===== config.mk =====
export PLATFORM = sky130hd
export DESIGN_NAME = i2c_mcp23017_tgt
export DESIGN_NICKNAME = d
export VERILOG_FILES = /design/src/rtl/mcp23017_pkg.sv /design/src/rtl/i2c_bus_sync.sv /design/src/rtl/i2c_mcp23017_tgt.sv
export SDC_FILE = /design/constraint.sdc
export NUM_CORES = 1
export LEC_CHECK = 0
export ABC_CLOCK_PERIOD_IN_PS = 2540
export CAP_MARGIN = 25
export CORE_ASPECT_RATIO = 0.7
export CORE_MARGIN = 4
export CORE_UTILIZATION = 50
export DETAILED_ROUTE_END_ITERATION = 16
export DONT_BUFFER_PORTS = 1
export GPL_ROUTABILITY_DRIVEN = 0
export PLACE_DENSITY = 0.72
export RECOVER_POWER = 50
export SETUP_SLACK_MARGIN = 0.02
export SYNTH_ARGS = -nofsm -noshare
export SYNTH_HDL_FRONTEND = slang
export SYNTH_SLANG_ARGS = --single-unit

===== constraint.sdc =====
create_clock -name clk_i -period 2.54 [get_ports clk_i]
set_input_delay 0.254 -clock clk_i [delete_from_list [all_inputs] [get_ports clk_i]]
set_output_delay 0.254 -clock clk_i [all_outputs]
set_load 0.05 [all_outputs]

===== src/rtl/mcp23017_pkg.sv =====
// Shared constants and types for the MCP23017 (BANK=0) I2C target model.
package mcp23017_pkg;

  localparam int unsigned REG_W   = 8;
  localparam int unsigned ADDR_W  = 7;
  localparam int unsigned BCNT_W  = 3;

  localparam logic [ADDR_W-1:0] DADDR_DFLT = 7'h20;

  // Register map, shared with the initiator sequencer
  localparam logic [REG_W-1:0] REG_IODIRA = 8'h00;
  localparam logic [REG_W-1:0] REG_IODIRB = 8'h01;
  localparam logic [REG_W-1:0] REG_IPOLA  = 8'h02;
  localparam logic [REG_W-1:0] REG_IPOLB  = 8'h03;
  localparam logic [REG_W-1:0] REG_GPPUA  = 8'h0C;
  localparam logic [REG_W-1:0] REG_GPPUB  = 8'h0D;
  localparam logic [REG_W-1:0] REG_GPIOA  = 8'h12;
  localparam logic [REG_W-1:0] REG_GPIOB  = 8'h13;
  localparam logic [REG_W-1:0] REG_OLATA  = 8'h14;
  localparam logic [REG_W-1:0] REG_OLATB  = 8'h15;
  localparam logic [REG_W-1:0] REG_LAST   = REG_OLATB;

  localparam logic [REG_W-1:0] RST_IODIR  = 8'hFF;
  localparam logic [REG_W-1:0] RST_OTHER  = 8'h00;

  typedef enum logic [3:0] {
    ST_IDLE,
    ST_ADDR,
    ST_ADDR_ACK,
    ST_PTR,
    ST_PTR_ACK,
    ST_WDATA,
    ST_WDATA_ACK,
    ST_RDATA,
    ST_RDATA_ACK
  } state_e;

  typedef struct packed {
    logic [REG_W-1:0] iodir_a;
    logic [REG_W-1:0] iodir_b;
    logic [REG_W-1:0] ipol_a;
    logic [REG_W-1:0] ipol_b;
    logic [REG_W-1:0] gppu_a;
    logic [REG_W-1:0] gppu_b;
    logic [REG_W-1:0] olat_a;
    logic [REG_W-1:0] olat_b;
  } regs_t;

  localparam regs_t REGS_RST = '{
    iodir_a: RST_IODIR, iodir_b: RST_IODIR,
    ipol_a:  RST_OTHER, ipol_b:  RST_OTHER,
    gppu_a:  RST_OTHER, gppu_b:  RST_OTHER,
    olat_a:  RST_OTHER, olat_b:  RST_OTHER
  };

  // Pointer auto-increment: anything at or beyond the last register wraps to 0
  function automatic logic [REG_W-1:0] ptr_next(input logic [REG_W-1:0] p);
    return (p >= REG_LAST) ? RST_OTHER : REG_W'(p + 8'h01);
  endfunction

endpackage


===== src/rtl/i2c_bus_sync.sv =====
// SCL/SDA synchronizers with registered edge, START and STOP pulses.
module i2c_bus_sync (
  input  logic clk_i,
  input  logic rst_ni,
  input  logic scl_i,
  input  logic sda_i,
  output logic sda_lvl_o,
  output logic scl_rise_o,
  output logic scl_fall_o,
  output logic start_o,
  output logic stop_o
);

  // [0],[1] synchronizer stages, [2] previous synchronized sample
  logic [2:0] scl_q, scl_d;
  logic [2:0] sda_q, sda_d;
  logic       sda_lvl_q, sda_lvl_d;
  logic       scl_rise_q, scl_rise_d;
  logic       scl_fall_q, scl_fall_d;
  logic       start_q, start_d;
  logic       stop_q, stop_d;

  always_comb begin
    scl_d      = {scl_q[1:0], scl_i};
    sda_d      = {sda_q[1:0], sda_i};
    sda_lvl_d  = sda_q[1];
    scl_rise_d =  scl_q[1] & ~scl_q[2];
    scl_fall_d = ~scl_q[1] &  scl_q[2];
    start_d    = scl_q[1] & scl_q[2] & ~sda_q[1] &  sda_q[2];
    stop_d     = scl_q[1] & scl_q[2] &  sda_q[1] & ~sda_q[2];
  end

  always_ff @(posedge clk_i or negedge rst_ni) begin
    if (!rst_ni) begin
      scl_q      <= '1;
      sda_q      <= '1;
      sda_lvl_q  <= 1'b1;
      scl_rise_q <= 1'b0;
      scl_fall_q <= 1'b0;
      start_q    <= 1'b0;
      stop_q     <= 1'b0;
    end else begin
      scl_q      <= scl_d;
      sda_q      <= sda_d;
      sda_lvl_q  <= sda_lvl_d;
      scl_rise_q <= scl_rise_d;
      scl_fall_q <= scl_fall_d;
      start_q    <= start_d;
      stop_q     <= stop_d;
    end
  end

  assign sda_lvl_o  = sda_lvl_q;
  assign scl_rise_o = scl_rise_q;
  assign scl_fall_o = scl_fall_q;
  assign start_o    = start_q;
  assign stop_o     = stop_q;

endmodule


===== src/rtl/i2c_mcp23017_tgt.sv =====
// I2C target emulating one MCP23017 port expander (BANK=0 register map).
module i2c_mcp23017_tgt
  import mcp23017_pkg::*;
#(
  parameter logic [ADDR_W-1:0] DADDR = DADDR_DFLT
) (
  input  logic             clk_i,
  input  logic             rst_ni,
  input  logic             scl_i,
  input  logic             sda_i,
  output logic             sda_o,
  output logic             sda_t,
  input  logic [REG_W-1:0] gpa_i,
  input  logic [REG_W-1:0] gpb_i,
  output logic [REG_W-1:0] olat_a_o,
  output logic [REG_W-1:0] olat_b_o,
  output logic [REG_W-1:0] iodir_a_o,
  output logic [REG_W-1:0] iodir_b_o,
  output logic [REG_W-1:0] gppu_a_o,
  output logic [REG_W-1:0] gppu_b_o,
  output logic             busy_o
);

  logic sda_lvl, scl_rise, scl_fall, start_det, stop_det;

  i2c_bus_sync u_sync (
    .clk_i      (clk_i),
    .rst_ni     (rst_ni),
    .scl_i      (scl_i),
    .sda_i      (sda_i),
    .sda_lvl_o  (sda_lvl),
    .scl_rise_o (scl_rise),
    .scl_fall_o (scl_fall),
    .start_o    (start_det),
    .stop_o     (stop_det)
  );

  state_e              state_q, state_d;
  logic [BCNT_W-1:0]   bit_cnt_q, bit_cnt_d;
  logic [REG_W-1:0]    shift_q, shift_d;
  logic [REG_W-1:0]    ptr_q, ptr_d;
  regs_t               regs_q, regs_d;
  logic [2*REG_W-1:0]  gp_q, gp_d;
  logic                sda_t_q, sda_t_d;
  logic                busy_q, busy_d;
  logic                rw_q, rw_d;
  logic                ack_on_q, ack_on_d;

  logic [REG_W-1:0]    byte_in;
  logic                last_bit;
  logic [REG_W-1:0]    rd_val;
  logic [REG_W-1:0]    gpa_s, gpb_s;

  assign byte_in  = {shift_q[REG_W-2:0], sda_lvl};
  assign last_bit = (bit_cnt_q == BCNT_W'(7));
  assign gpa_s    = gp_q[REG_W-1:0];
  assign gpb_s    = gp_q[2*REG_W-1:REG_W];
  assign gp_d     = {gpb_i, gpa_i};

  // Read mux; GPIO merges polarity-adjusted pins (inputs) with the latch (outputs)
  always_comb begin
    rd_val = RST_OTHER;
    case (ptr_q)
      REG_IODIRA: rd_val = regs_q.iodir_a;
      REG_IODIRB: rd_val = regs_q.iodir_b;
      REG_IPOLA:  rd_val = regs_q.ipol_a;
      REG_IPOLB:  rd_val = regs_q.ipol_b;
      REG_GPPUA:  rd_val = regs_q.gppu_a;
      REG_GPPUB:  rd_val = regs_q.gppu_b;
      REG_GPIOA:  rd_val = (regs_q.iodir_a & (gpa_s ^ regs_q.ipol_a))
                         | (~regs_q.iodir_a & regs_q.olat_a);
      REG_GPIOB:  rd_val = (regs_q.iodir_b & (gpb_s ^ regs_q.ipol_b))
                         | (~regs_q.iodir_b & regs_q.olat_b);
      REG_OLATA:  rd_val = regs_q.olat_a;
      REG_OLATB:  rd_val = regs_q.olat_b;
      default:    rd_val = RST_OTHER;
    endcase
  end

  always_comb begin
    state_d   = state_q;
    bit_cnt_d = bit_cnt_q;
    shift_d   = shift_q;
    ptr_d     = ptr_q;
    regs_d    = regs_q;
    sda_t_d   = sda_t_q;
    busy_d    = busy_q;
    rw_d      = rw_q;
    ack_on_d  = ack_on_q;

    if (stop_det) begin
      state_d = ST_IDLE;
      sda_t_d = 1'b1;
      busy_d  = 1'b0;
    end else if (start_det) begin
      state_d   = ST_ADDR;
      bit_cnt_d = '0;
      sda_t_d   = 1'b1;
    end else begin
      unique case (state_q)
        ST_IDLE: ;

        ST_ADDR: if (scl_rise) begin
          shift_d   = byte_in;
          bit_cnt_d = BCNT_W'(bit_cnt_q + 3'd1);
          if (last_bit) begin
            if (byte_in[7:1] == DADDR && byte_in[7:1] != 7'h00) begin
              state_d  = ST_ADDR_ACK;
              rw_d     = byte_in[0];
              busy_d   = 1'b1;
              ack_on_d = 1'b0;
            end else begin
              state_d = ST_IDLE;
              busy_d  = 1'b0;
            end
          end
        end

        // First fall drives ACK, second fall hands the bus to the data phase
        ST_ADDR_ACK: if (scl_fall) begin
          if (!ack_on_q) begin
            sda_t_d  = 1'b0;
            ack_on_d = 1'b1;
          end else if (rw_q) begin
            state_d   = ST_RDATA;
            shift_d   = rd_val;
            sda_t_d   = rd_val[7];
            ptr_d     = ptr_next(ptr_q);
            bit_cnt_d = '0;
          end else begin
            state_d   = ST_PTR;
            sda_t_d   = 1'b1;
            bit_cnt_d = '0;
          end
        end

        ST_PTR: if (scl_rise) begin
          shift_d   = byte_in;
          bit_cnt_d = BCNT_W'(bit_cnt_q + 3'd1);
          if (last_bit) begin
            ptr_d    = byte_in;
            state_d  = ST_PTR_ACK;
            ack_on_d = 1'b0;
          end
        end

        ST_PTR_ACK, ST_WDATA_ACK: if (scl_fall) begin
          if (!ack_on_q) begin
            sda_t_d  = 1'b0;
            ack_on_d = 1'b1;
          end else begin
            state_d   = ST_WDATA;
            sda_t_d   = 1'b1;
            bit_cnt_d = '0;
          end
        end

        ST_WDATA: if (scl_rise) begin
          shift_d   = byte_in;
          bit_cnt_d = BCNT_W'(bit_cnt_q + 3'd1);
          if (last_bit) begin
            case (ptr_q)
              REG_IODIRA:            regs_d.iodir_a = byte_in;
              REG_IODIRB:            regs_d.iodir_b = byte_in;
              REG_IPOLA:             regs_d.ipol_a  = byte_in;
              REG_IPOLB:             regs_d.ipol_b  = byte_in;
              REG_GPPUA:             regs_d.gppu_a  = byte_in;
              REG_GPPUB:             regs_d.gppu_b  = byte_in;
              REG_GPIOA, REG_OLATA:  regs_d.olat_a  = byte_in;
              REG_GPIOB, REG_OLATB:  regs_d.olat_b  = byte_in;
              default: ;
            endcase
            ptr_d    = ptr_next(ptr_q);
            state_d  = ST_WDATA_ACK;
            ack_on_d = 1'b0;
          end
        end

        ST_RDATA: begin
          if (scl_rise) begin
            bit_cnt_d = BCNT_W'(bit_cnt_q + 3'd1);
            if (last_bit) begin
              state_d  = ST_RDATA_ACK;
              ack_on_d = 1'b0;
            end
          end else if (scl_fall) begin
            shift_d = {shift_q[REG_W-2:0], 1'b0};
            sda_t_d = shift_q[REG_W-2];
          end
        end

        // Release for the initiator's ACK bit; NACK ends the read
        ST_RDATA_ACK: begin
          if (scl_fall) begin
            if (!ack_on_q) begin
              sda_t_d  = 1'b1;
              ack_on_d = 1'b1;
            end else begin
              state_d   = ST_RDATA;
              shift_d   = rd_val;
              sda_t_d   = rd_val[7];
              ptr_d     = ptr_next(ptr_q);
              bit_cnt_d = '0;
            end
          end else if (scl_rise && ack_on_q && sda_lvl) begin
            state_d = ST_IDLE;
            busy_d  = 1'b0;
          end
        end

        default: state_d = ST_IDLE;
      endcase
    end
  end

  always_ff @(posedge clk_i or negedge rst_ni) begin
    if (!rst_ni) begin
      state_q   <= ST_IDLE;
      bit_cnt_q <= '0;
      shift_q   <= '0;
      ptr_q     <= RST_OTHER;
      regs_q    <= REGS_RST;
      gp_q      <= '0;
      sda_t_q   <= 1'b1;
      busy_q    <= 1'b0;
      rw_q      <= 1'b0;
      ack_on_q  <= 1'b0;
    end else begin
      state_q   <= state_d;
      bit_cnt_q <= bit_cnt_d;
      shift_q   <= shift_d;
      ptr_q     <= ptr_d;
      regs_q    <= regs_d;
      gp_q      <= gp_d;
      sda_t_q   <= sda_t_d;
      busy_q    <= busy_d;
      rw_q      <= rw_d;
      ack_on_q  <= ack_on_d;
    end
  end

  assign sda_o     = 1'b0;
  assign sda_t     = sda_t_q;
  assign busy_o    = busy_q;
  assign olat_a_o  = regs_q.olat_a;
  assign olat_b_o  = regs_q.olat_b;
  assign iodir_a_o = regs_q.iodir_a;
  assign iodir_b_o = regs_q.iodir_b;
  assign gppu_a_o  = regs_q.gppu_a;
  assign gppu_b_o  = regs_q.gppu_b;

endmodule

After elaboration in Yosys (flattened, before gate mapping)
Cells that the tools add are included.

storage, ports and cells
  word-level logic and storage cells = 221
  flip-flop bits (word level) = 117
  input port bits = 20
  output and inout bits = 51

cells by class
  reduce and logical (&&, ||, !) cells = 35
  $lt $le $gt $ge = 1
  mux-type cells = 73
  add/subtract/negate cells = 2
  bitwise operators = 23
  equality and inequality tests = 63

operator list
  kind                                                    number
  2-to-1 mux 8 bit                                        10
  one-hot mux 8 bit (10 select lines)                     1
  2-to-1 mux 4 bit                                        17
  AND reduction 6 bit                                     11
  2-to-1 mux 7 bit                                        8
  AND 8 bit                                               4
  equality test 8 x 5 -> 1 bit (second input constant)    4
  inequality test 4 x 1 -> 1 bit (second input constant)  8
  one-hot mux 4 bit (8 select lines)                      1
  one-hot mux 8 bit (4 select lines)                      1
  one-hot mux 7 bit (4 select lines)                      1
  2-to-1 mux 1 bit                                        24
  inequality test 4 x 2 -> 1 bit (second input constant)  6
  inequality test 2 x 1 -> 1 bit (second input constant)  10
  inequality test 2 bit (second input constant)           9
  equality test 4 x 3 -> 1 bit (second input constant)    4
  equality test 8 x 2 -> 1 bit (second input constant)    2
  equality test 8 x 4 -> 1 bit (second input constant)    2
  NOT 8 bit                                               2
  OR 8 bit                                                2
  bitwise XOR 8 bit                                       2
  2-to-1 mux 3 bit                                        5
  inequality test 3 x 1 -> 1 bit (second input constant)  5
  AND reduction 15 bit                                    1
  35 further kinds                                        57

Depth between registers and ports, before layout
  word-level depth = 10
  gate-level depth with buffers = 10
  depth with buffers taken out = 8

Hierarchy
Synthesis repeated with hierarchy kept, for this count alone.

second synthesis, totals
  cell total of the unflattened synthesis = 616
  area, all modules = 6359.8 um^2

by module, submodules not included
  module            area an instance (um^2)  instances  seq. area each (um^2)  cells an instance
  i2c_mcp23017_tgt  6067.1                   1          2673.8                 602
  i2c_bus_sync      292.8                    1          257.7                  14

Least setup slack after synthesis
No wires, ideal clock.

  kind = register to register
  start point = reg bit_cnt_q[0]
  end point = reg regs_q, in the netlist gppu_b_o[3]
  stages on the path, launching flop included = 9
  slack = 531 ps
  setup time = 128 ps
  data arrival time = 1881 ps
  required time = 2412 ps
  period minus slack after synthesis = 2009 ps
  path buffers = 1
  cell sequence = dfrtp_1 > ha_1 > ha_1 > and4b_1 > nand3_2 > inv_1 > and2_1 > buf_6 > mux2_1

between the ends
  longest elaborated chain between the ends = 2

ends and longest elaborated chain
  element                               line                     source
  start: declaration                    i2c_mcp23017_tgt.sv:39   logic [BCNT_W-1:0] bit_cnt_q, bit_cnt_d;
  start signal: assignment              i2c_mcp23017_tgt.sv:230  bit_cnt_q <= bit_cnt_d;
  equality test 3 bit                   i2c_mcp23017_tgt.sv:55   assign last_bit = (bit_cnt_q == BCNT_W'(7));
  AND reduction 6 bit (no source line)  --
  end signal: assignment                i2c_mcp23017_tgt.sv:233  regs_q <= regs_d;
  end: declaration                      i2c_mcp23017_tgt.sv:42   regs_t regs_q, regs_d;

Every way passes these cells.
A chain may end at the register's enable or synchronous reset.

Worst setup path in the final report
  start point = reg bit_cnt_q[0]
  end point = reg regs_q[32] (netlist name)

Same word-level chain as after synthesis.

==> run_results.csv <==
group,metric,value,unit
run_status,status,"complete, but fails checks",
run_status,failed_checks,"negative hold slack",
global_route,antenna_found_initial,0,
route,drc,0,
global_route,gr-usage-all-layers,0.245,
placement,pre_cts_slack,0.177,ns
global_route,grt_first_pass_wirelength,28100,um
power_and_ir_drop,max-vdd-ir-drop,0.551,mV
floorplan,die_area,0.0150,mm2
timing,setup_ws,0.115,ns
floorplan,die_height,104,um
cts,cts_buffers,17,
route,vias_per_cell,6.51,
synthesis,synth_cell_type_count,78,
route,wl_met1,7790,um
timing,fmax,0.412,GHz
timing,post-route-period-util,0.955,
timing,tightest_slew,0.711,ns
synthesis,ys_warn_count,0,
timing,skew,0.00632,ns
route,met3_length,2250,um
timing,hold_viol_final,116,
route,maxUsedRoutingLayer,"met4",
synthesis,synth_top_area_frac,0.356,
worst_setup_path,required,2.85,ns
finish,fin_nets,619,
worst_setup_path,start_kind,"flop",
synthesis,synth_area_leader_cell,"dfrtp_1",
floorplan,ios,71,
floorplan,die_width,145,um
synthesis,synth_cells,621,
route,drt_iter0_drc,503,
timing,slew_violations,0,
timing,rsz0062_at_grt,"false",
synthesis,synth_edf_count,0,
route,wl_per_cell,23.4,um
floorplan,coreArea,0.0126,mm2
global_route,grt_remaining_overflow,0,
synthesis,synthFlopType,"dfrtp_1",
job,drv_cap,0,
finish,diodes,0,
cts,cts.sinks,116,
worst_setup_path,crit_type,"flop to flop",
finish,regArea,0.00293,mm2
finish,drive_above_1_share,0.272,
cts,cts_max_level,4,
placement,dp_hpwl,12200,um
global_route,first_global_vias,4831,
timing,slew-limit-headroom,0.525,
finish,area_growth,8.61,%
cts,clk_latency,0.42,ns
timing,final.min_clock_period,2.43,ns
route,routed_wirelength,18000,um
route,drt_first_pass_iters,7,
cts,root_buffer,"clkbuf_16",
floorplan,row_count,34,
power_and_ir_drop,power_density,671,mW/mm2
finish,fill_cells,1065,
synthesis,ys_top_cells_by_area,"dfrtp_1, mux2_2, dfstp_2, buf_4, a21oi_1",
synthesis,synth-seq-cells,116,
placement,portBuffers,0,
cts,cts_hold_buffers,18,
floorplan,start_util,0.519,
synthesis,synth_nets,647,
cts,cts.path.max_buffers,2,
finish,mostFrequentLayoutCells,"dfrtp_1, mux2_2, nand2_1",
route,route.met2.wl,7370,um
finish,multi_input_area,0.00296,mm2
route,ant_nets,0,
synthesis,syn_area,0.00654,mm2
cts,postCtsSetupBuffers,0,
power_and_ir_drop,p_leak,3.03,nW
worst_hold_path,hold_path.class,"input pin to asynchronous set/reset pin",
cts,cts_tree,"yes",
synthesis,synth.avg_cell_area,10.5,um2
worst_setup_path,crit_fanout,8,
cts,clk_pin_slew,0.06,ns
worst_setup_path,worstPathArrival,2.73,ns
worst_setup_path,crit_path_end_kind,"flop",
finish,layout_commonest_cell,"dfrtp_1",
timing,whs,-0.470,ns
route,routed-via-count,5003,
synthesis,async_flop_share,1.00,
synthesis,synth_seq_area_share,0.448,
timing,setup_viol,0,
global_route,grt_max_degree,117,
timing,fin_setup_tns,0,ns
-- logic make-up (layout without fill, tap and decap cells) --
family                     count (synthesis)  after routing  synth area share
buffers and inverters                    104             89            0.0993
DFF                                      116            116             0.448
and+or+nand+nor                          151            151             0.131
other                                      1              1          0.000574
AOI/OAI and AO/OA                        162            162             0.173
adders and majority gates                  6              6            0.0115
muxes                                     68             68             0.118
xor gates and xnor gates                  13             13            0.0174
-- sequential cells by signal (all words and copies together), names as in the netlist, 7 cells and up --
signal     flops
gppu_a_o       8
iodir_b_o      8
ptr_q          8
iodir_a_o      8
regs_q        16
gppu_b_o       8
olat_a_o       8
olat_b_o       8
shift_q        7
gp_q          16
-- cell type report --
cell class | instances | share of cell area
inverters | 17 | 0.00899
well taps | 162 | 0.0285
clock buffers | 17 | 0.0599
clock inverters | 15 | 0.0245
multi-input cells | 401 | 0.416
repair buffers | 40 | 0.0486
flip-flops and latches | 116 | 0.413
-- cell usage after synthesis (4+ instances only) --
cell / instances
a31oi_1: 10
ha_1: 6
buf_2: 12
dfstp_2: 23
a211oi_1: 9
nand2_1: 36
nand2b_1: 9
dfrtp_1: 93
o21ai_0: 32
clkbuf_1: 15
nor3_1: 7
a21oi_1: 32
inv_1: 17
o22ai_1: 9
nand4_1: 4
nand2_4: 4
nor2b_1: 8
buf_4: 53
xnor2_1: 10
a22o_1: 9
mux2_2: 61
nor2_1: 33
buf_6: 5
a22oi_1: 18
and2_1: 5
o31ai_1: 4
nand3_1: 19
-- metal layers --
layer | GRT usage | up-vias
met5 | 0 | -
met4 | 0.0952 | 0
met3 | 0.0894 | 49
met2 | 0.325 | 337
met1 | 0.361 | 2472
li1 | - | 2145
-- per-stage QoR --
step	hold slack (ns)	area, um2	utilization	power (mW)	instances
global placement	-0.0371	6320	0.502	2.33	718
detailed placement	-0.0372	6320	0.502	2.33	718
global route	-0.488	7100	0.564	4.90	768
finish	-0.470	7100	0.564	4.76	768
floorplan	-0.0416	6540	-	2.23	621
CTS	-0.479	7100	0.564	4.77	768
-- final timing paths --
kind	start	endpoint	slack, ns	depth (start not counted)
max in group asynchronous	rst_ni	u_sync.scl_q[2]$_DFF_PN1_	2.73	0
setup / recovery	bit_cnt_q[0]$_DFFE_PN0P_	regs_q[32]$_DFFE_PN0P_	0.11	6
min in group clk_i	u_sync.scl_q[0]$_DFF_PN1_	u_sync.scl_q[1]$_DFF_PN1_	0.36	0
hold reg to reg	u_sync.scl_q[0]$_DFF_PN1_	u_sync.scl_q[1]$_DFF_PN1_	0.36	0
hold / removal	rst_ni	gp_q[3]$_DFF_PN0_	-0.47	0
setup reg to reg	bit_cnt_q[0]$_DFFE_PN0P_	regs_q[32]$_DFFE_PN0P_	0.11	6
-- what timing repair did --
action | CTS | global route
gates resized for setup | 0 | 1
endpoints found under the setup margin | 0 | 1
hold endpoints to repair | 134 | 116
-- worst max-delay path: stages, from the launching register on --
cell	delay [ns]
dfrtp_1	0.39
ha_1	0.16
ha_1	0.20
and4b_1	0.28
nand3_2	0.23
nor2_2	0.64
mux2_2	0.42
-- power breakdown --
group	internal [mW]	total, mW	switching (mW)	leakage (nW)
logic	0.124	0.278	0.155	1.26
clock network	1.47	2.43	0.954	0.286
registers	1.91	2.06	0.148	1.49
total	3.51	4.76	1.26	3.03
Power figures use the tool's default switching activity.
